[src/rtl/gift_key_rewind_if.sv]
// Handshake bundle for gift_key_rewind: master-key intake, flush, round-key output.
// The master side offers keys and consumes round keys; the slave side is the generator.
interface gift_key_rewind_if;
    logic         key_valid;
    logic         key_ready;
    logic [127:0] key;
    logic         flush;
    logic         rk_valid;
    logic         rk_ready;
    logic [31:0]  rk_u;
    logic [31:0]  rk_v;
    logic [5:0]   rk_idx;
    logic         rk_last;
    logic         busy;

    modport master (
        output key_valid, key, flush, rk_ready,
        input  key_ready, rk_valid, rk_u, rk_v, rk_idx, rk_last, busy
    );

    modport slave (
        input  key_valid, key, flush, rk_ready,
        output key_ready, rk_valid, rk_u, rk_v, rk_idx, rk_last, busy
    );
endinterface

[src/rtl/gift_key_rewind.sv]
// GIFT-128 decryption key generator: fast-forwards the key schedule, then rewinds it one round key at a time.
// Optional GIFT_KEY_FASTFWD_EN: FWD takes 4-round jumps while at least 4 rounds remain.
module gift_key_rewind #(
    parameter int ROUNDS = 40
) (
    input  logic              clk,
    input  logic              rst_n,
    gift_key_rewind_if.slave  bus
);

    typedef logic [7:0][15:0] kw_t;
    typedef enum logic [1:0] {IDLE, FWD, EMIT} state_t;

    localparam logic [5:0] LAST = 6'(ROUNDS - 1);

    function automatic logic [15:0] rotr2(input logic [15:0] w);
        return {w[1:0], w[15:2]};
    endfunction
    function automatic logic [15:0] rotr12(input logic [15:0] w);
        return {w[11:0], w[15:12]};
    endfunction
    function automatic logic [15:0] rotl2(input logic [15:0] w);
        return {w[13:0], w[15:14]};
    endfunction
    function automatic logic [15:0] rotl12(input logic [15:0] w);
        return {w[3:0], w[15:4]};
    endfunction

    function automatic kw_t fwd_step(input kw_t k);
        kw_t n;
        n[5:0] = k[7:2];
        n[7]   = rotr2(k[1]);
        n[6]   = rotr12(k[0]);
        return n;
    endfunction

    function automatic kw_t inv_step(input kw_t k);
        kw_t n;
        n[7:2] = k[5:0];
        n[1]   = rotl2(k[7]);
        n[0]   = rotl12(k[6]);
        return n;
    endfunction

`ifdef GIFT_KEY_FASTFWD_EN
    // Four forward steps bring every word back to its own slot, rotated once.
    function automatic kw_t fwd_jump(input kw_t k);
        kw_t n;
        for (int i = 0; i < 8; i++)
            n[i] = i[0] ? rotr2(k[i]) : rotr12(k[i]);
        return n;
    endfunction
`endif

    state_t     state_q, state_d;
    kw_t        key_q, key_d;
    logic [5:0] cnt_q, cnt_d;
    logic [5:0] idx_q, idx_d;

    always_ff @(posedge clk or negedge rst_n) begin
        if (!rst_n) begin
            state_q <= IDLE;
            key_q   <= '0;
            cnt_q   <= '0;
            idx_q   <= '0;
        end else begin
            state_q <= state_d;
            key_q   <= key_d;
            cnt_q   <= cnt_d;
            idx_q   <= idx_d;
        end
    end

    always_comb begin
        state_d = state_q;
        key_d   = key_q;
        cnt_d   = cnt_q;
        idx_d   = idx_q;
        case (state_q)
            IDLE: begin
                if (bus.key_valid) begin
                    key_d = bus.key;
                    cnt_d = LAST;
                    if (ROUNDS > 1) begin
                        state_d = FWD;
                    end else begin
                        state_d = EMIT;
                        idx_d   = '0;
                    end
                end
            end
            FWD: begin
`ifdef GIFT_KEY_FASTFWD_EN
                if (cnt_q >= 6'd4) begin
                    key_d = fwd_jump(key_q);
                    cnt_d = cnt_q - 6'd4;
                end else begin
                    key_d = fwd_step(key_q);
                    cnt_d = cnt_q - 6'd1;
                end
`else
                key_d = fwd_step(key_q);
                cnt_d = cnt_q - 6'd1;
`endif
                if (cnt_d == '0) begin
                    state_d = EMIT;
                    idx_d   = LAST;
                end
            end
            EMIT: begin
                if (bus.rk_ready) begin
                    if (idx_q != '0) begin
                        key_d = inv_step(key_q);
                        idx_d = idx_q - 6'd1;
                    end else begin
                        state_d = IDLE;
                    end
                end
            end
            default: state_d = IDLE;
        endcase
        // Abort wins over any handshake completing in the same cycle.
        if (bus.flush) begin
            state_d = IDLE;
            key_d   = '0;
            cnt_d   = '0;
            idx_d   = '0;
        end
    end

    logic emit;
    assign emit          = (state_q == EMIT);
    assign bus.key_ready = (state_q == IDLE);
    assign bus.busy      = (state_q != IDLE);
    assign bus.rk_valid  = emit;
    assign bus.rk_u      = emit ? {key_q[5], key_q[4]} : 32'd0;
    assign bus.rk_v      = emit ? {key_q[1], key_q[0]} : 32'd0;
    assign bus.rk_idx    = idx_q;
    assign bus.rk_last   = emit && (idx_q == '0);

endmodule

[src/flat_wrapper.sv]
// flat-port wrapper written by rule: the top's interface ports become plain ports
module gift_key_rewind_flat 
#(
    parameter int ROUNDS = 40
)
  (clk, rst_n, bus_key_valid, bus_key, bus_flush, bus_rk_ready, bus_key_ready, bus_rk_valid, bus_rk_u, bus_rk_v, bus_rk_idx, bus_rk_last, bus_busy);
  gift_key_rewind_if bus_i ();
  input  logic clk;
  input  logic rst_n;
  input wire logic [$bits(bus_i.key_valid)-1:0] bus_key_valid;
  input wire logic [$bits(bus_i.key)-1:0] bus_key;
  input wire logic [$bits(bus_i.flush)-1:0] bus_flush;
  input wire logic [$bits(bus_i.rk_ready)-1:0] bus_rk_ready;
  output wire logic [$bits(bus_i.key_ready)-1:0] bus_key_ready;
  output wire logic [$bits(bus_i.rk_valid)-1:0] bus_rk_valid;
  output wire logic [$bits(bus_i.rk_u)-1:0] bus_rk_u;
  output wire logic [$bits(bus_i.rk_v)-1:0] bus_rk_v;
  output wire logic [$bits(bus_i.rk_idx)-1:0] bus_rk_idx;
  output wire logic [$bits(bus_i.rk_last)-1:0] bus_rk_last;
  output wire logic [$bits(bus_i.busy)-1:0] bus_busy;
  assign bus_i.key_valid = bus_key_valid;
  assign bus_i.key = bus_key;
  assign bus_i.flush = bus_flush;
  assign bus_i.rk_ready = bus_rk_ready;
  assign bus_key_ready = bus_i.key_ready;
  assign bus_rk_valid = bus_i.rk_valid;
  assign bus_rk_u = bus_i.rk_u;
  assign bus_rk_v = bus_i.rk_v;
  assign bus_rk_idx = bus_i.rk_idx;
  assign bus_rk_last = bus_i.rk_last;
  assign bus_busy = bus_i.busy;
  gift_key_rewind #(.ROUNDS(ROUNDS)) u_core (.clk(clk), .rst_n(rst_n), .bus(bus_i));
endmodule
[config.mk]
export PLATFORM = sky130hd
export DESIGN_NAME = gift_key_rewind_flat
export DESIGN_NICKNAME = d
export VERILOG_FILES = /design/src/rtl/gift_key_rewind_if.sv /design/src/rtl/gift_key_rewind.sv /design/src/flat_wrapper.sv
export SDC_FILE = /design/constraint.sdc
export NUM_CORES = 1
export LEC_CHECK = 0
export BUFFER_PORTS_ARGS = -buffer_cell sky130_fd_sc_hd__buf_4
export CORE_ASPECT_RATIO = 1.25
export CORE_MARGIN = 2
export CORE_UTILIZATION = 32
export DETAILED_ROUTE_END_ITERATION = 7
export SYNTH_ARGS = -nofsm -noshare
export SYNTH_HDL_FRONTEND = slang
export SYNTH_SLANG_ARGS = --single-unit
export TNS_END_PERCENT = 30
[constraint.sdc]
create_clock -name clk -period 3.86 [get_ports clk]
set_input_delay 1.158 -clock clk [delete_from_list [all_inputs] [get_ports clk]]
set_output_delay 1.158 -clock clk [all_outputs]
set_load 0.005 [all_outputs]
==> run summary <==
======================================================================================================
Outcome ................................................................................. finished clean
Inserted Clock Buffers ..................................................................           17
CP required .............................................................................      2.70 ns
Register area share after synthesis .....................................................        38.4%
Nets in the synthesized netlist .........................................................         1056
Part of the total power dissipated in the clock network .................................        17.9%
Peak supply drop ........................................................................     0.500 mV
Hold-fix buffers, CTS ...................................................................            0
Count of distinct cell types in the synthesized netlist .................................           44
Crit path launch ........................................................................ u_core.state_q[0]
Gate power share ........................................................................        49.8%
Drt pass-1 iters ........................................................................            7
Port Buf Inserts ........................................................................          206
Beginning of the worst register-to-register path ........................................ u_core.state_q[0]
Root buf cell ...........................................................................    clkbuf_16
Maximum number of pins on one net before global-route repair ............................          211
Stage delay of the slowest cell on the critical path ....................................      0.47 ns
Final count of negative-setup-slack endpoints ...........................................            0
Synth warn ..............................................................................            0
Placed wire-length estimate after detailed placement ....................................     18600 um
CP Launch Type ..........................................................................         flop
Final Hold Vio Count ....................................................................            0
GR Layer Usage met1 .....................................................................        24.3%
Share of the clock period used by the worst path ........................................        86.3%
Die height ..............................................................................       194 um
Vias ....................................................................................         7729
Number of maximum-capacitance violations ................................................            0
WL per Instance .........................................................................      19.7 um
Number of global-route vias before repair ...............................................         7685
Clock Skew ..............................................................................    0.0102 ns
Critical-path cell list ................................................................. inv_1 > ha_4 > buf_12 > and2_1 > buf_4
Hold Crit Class .........................................................................      reg2reg
Global-route track usage on met2 ........................................................        30.5%
Number of nets in the layout ............................................................         1203
Setup repair bufs after CTS .............................................................            0
Post-synth ARST share ...................................................................         100%
Measured slew at the worst slew-check pin ...............................................     0.898 ns
Maximum buffer depth of the clock tree ..................................................            2
Clock tree from TritonCTS ...............................................................        built
Total number of placement rows ..........................................................           69
Number of synthesized flops with an enable pin ..........................................            0
Number of clock sinks ...................................................................          142
Worst Min Path Start .................................................................... u_core.key_q[99]
Wire length of the first global-routing pass ............................................     43700 um
Starting density of the core ............................................................        32.5%
Number of DRC markers in iteration 0 ....................................................          613
Htree depth .............................................................................            4
Busiest metal layer after global routing ................................................         met2
CP max-delay cell .......................................................................         ha_4
Cell internal pwr .......................................................................    0.00549 W
Category of cells accounting for the largest share of critical-path delay ............... buffers and inverters
Number of DRC violations after detailed routing .........................................            0
Ys flop type ............................................................................      dfrtp_1
Count of inserted antenna diode cells ...................................................            0
Number of primary I/O pins ..............................................................          207
Part of the power in registers ..........................................................        32.3%
Max-slew headroom at the worst pin ......................................................        40.1%
Overall track demand over capacity in global routing ....................................        18.2%
TNS Setup ...............................................................................         0 ns
Post-synthesis area per instance ........................................................     10.1 um2
Total overflow reported by the global router ............................................            0
WP depth ................................................................................            5
Number of routed nets with antenna violations ...........................................            0
Final estimated routing congestion in global placement ..................................        0.798
Area after detailed placement ...........................................................    10900 um2
Met3 global-route usage .................................................................        3.24%
Final critical path time including I/O delays and setup .................................      3.33 ns
Core Area ...............................................................................    28500 um2
Power per Cell Area .....................................................................   811 nW/um2
Via-per-instance ratio ..................................................................         5.41
Area of all placed cells without fillers ................................................    11500 um2
Area growth from synthesis to final layout ..............................................        24.4%
Cells after Synth .......................................................................          915
Unrepaired setup endpoints after global routing .........................................        false
Category of the most critical setup path ................................................      reg2out
Capture point of the worst path ......................................................... bus_rk_u[15]
Quantity of gates resized following cts .................................................            0
Crit Path Max Fanout ....................................................................           49
Clock transition at the register clock pins on the worst setup and hold paths after CTS .      0.06 ns
Floorplan die area ......................................................................    30300 um2
Pleak ...................................................................................      5.12 nW
Layout cell share with drive strength beyond 1 ..........................................        35.2%
Source-to-sink clock delay at the later pin of the worst-skew pair ......................      0.42 ns
Switching Fraction ......................................................................        41.2%
Path depth of the worst reg2reg path ....................................................            6
Worst path arrival time .................................................................      2.17 ns
Die W ...................................................................................       156 um
R2r endpoint ............................................................................ u_core.key_q[62]
Slew Viols, Final .......................................................................            0
Crit path capture type ..................................................................   output pin
CP Buf/Inv Count ........................................................................            3
Yosys reg bits ..........................................................................          142
Antenna violations before repair ........................................................            0
Area of the mapped netlist ..............................................................     9260 um2
Worst-case register-to-register setup slack .............................................      1.04 ns
Switching power summed over all nets ....................................................    0.00385 W
FMAX ....................................................................................      300 MHz
Post-Route WL ...........................................................................     28100 um
======================================================================================================
==> synthesized netlist by cell type (2+ instances only) <==
library cell | count | area [um2]
dfrtp_1 | 142 | 3550
nor2_1 | 140 | 526
a211oi_1 | 134 | 1010
mux2_4 | 100 | 1500
clkbuf_1 | 69 | 259
a21oi_1 | 65 | 325
a22oi_1 | 65 | 488
and2_1 | 65 | 407
mux2_2 | 19 | 214
nand2_1 | 16 | 60.1
buf_12 | 11 | 220
inv_1 | 10 | 37.5
mux2_1 | 10 | 113
o21ai_0 | 9 | 45.0
ha_1 | 8 | 100
buf_1 | 6 | 22.5
nand3_1 | 6 | 30.0
mux2i_1 | 3 | 30.0
nor3_1 | 3 | 15.0
nor4_1 | 3 | 18.8
a32o_1 | 2 | 20.0
buf_2 | 2 | 10.0
buf_6 | 2 | 22.5
nand2b_1 | 2 | 12.5
nor2b_1 | 2 | 12.5
nor3b_1 | 2 | 15.0
xor2_1 | 2 | 17.5
==> how the worst min path moves through the flow <==
stage	slack, ns	depth (start not counted)	to
after global placement	0.50	1	u_core.key_q[93]
final	0.53	1	u_core.key_q[99]
after detailed placement	0.51	1	u_core.key_q[93]
after floorplan	0.48	1	u_core.key_q[92]
after CTS	0.53	1	u_core.key_q[93]
after global routing	0.55	1	u_core.key_q[92]
==> worst reg2reg max path: stages (launching register included) <==
cell and delay [ns]:
dfrtp_1 0.43, inv_1 0.14, ha_4 0.61, buf_12 0.68
nor2_1 0.29, a211oi_1 0.39, mux2_4 0.23
==> layout make-up <==
class | count | area, um2
inverter | 10 | 37.5
tap | 355 | 444
fill | 2825 | 17000
clock buffer | 20 | 457
timing repair buffer | 219 | 1740
multi-input combinational | 672 | 5150
sequential | 142 | 3550
clock inverter | 11 | 135
==> power by group through the flow <==
stage | Combinational, W | Sequential (W) | Clock [W]
3_5_place_dp | 0.00466 | 0.00304 | 0
5_1_grt | 0.00508 | 0.00311 | 0.00177
3_3_place_gp | 0.00459 | 0.00305 | 0
2_1_floorplan | 0.00382 | 0.00267 | 0
4_1_cts | 0.00468 | 0.00302 | 0.00171
6_report | 0.00465 | 0.00302 | 0.00167
==> state kept, by name, indices dropped and copies added, names as in the netlist <==
signal and count:
u_core.key_q 128, u_core.bus.rk_idx 6, u_core.cnt_q 6, u_core.state_q 2
==> per-stage QoR <==
| stage | total power (W) | std cells | worst slack (ns) | util [%] | hold WS, ns |
|---|---|---|---|---|---|
| after detailed placement | 0.00770 | 1398 | 0.984 | 38.3 | 0.513 |
| after global placement | 0.00764 | 1398 | 0.997 | 38.3 | 0.501 |
| after global routing | 0.00997 | 1429 | 0.411 | 40.4 | 0.548 |
| final | 0.00934 | 1429 | 0.527 | 40.4 | 0.527 |
| after floorplan | 0.00649 | 915 | 1.05 | - | 0.479 |
| after CTS | 0.00941 | 1429 | 0.520 | 40.4 | 0.528 |
==> cells by family after synthesis <==
family                   synth area share (%)
AO/OA/AOI/OAI                            21.5
XOR/XNOR                                0.284
adder cells (fa/ha/maj)                  1.08
buffers and inverters                    6.34
flip-flops                               38.4
multiplexers                             20.1
AND/OR/NAND/NOR                          12.3
==> layout by cell type (no fill, tap or decap), types with 4 or more instances in the layout <==
cell type,count
ha_1,5
inv_1,10
clkinv_4,4
mux2_4,100
a22oi_1,65
buf_4,211
dfrtp_1,142
clkbuf_16,17
nand3_1,6
nand2_1,16
a211oi_1,134
mux2_2,19
and2_1,65
nor2_1,140
o21ai_0,9
mux2_1,10
a21oi_1,65
buf_12,7
==> per-layer routing <==
metal  share of wire, %  vias to the layer above
li1                   -                     3656
met1                 44                     3850
met2                 50                      201
met3                4.8                       22
met4                1.3                        0
met5                  0                        -
(Power assumes the default switching activity.)
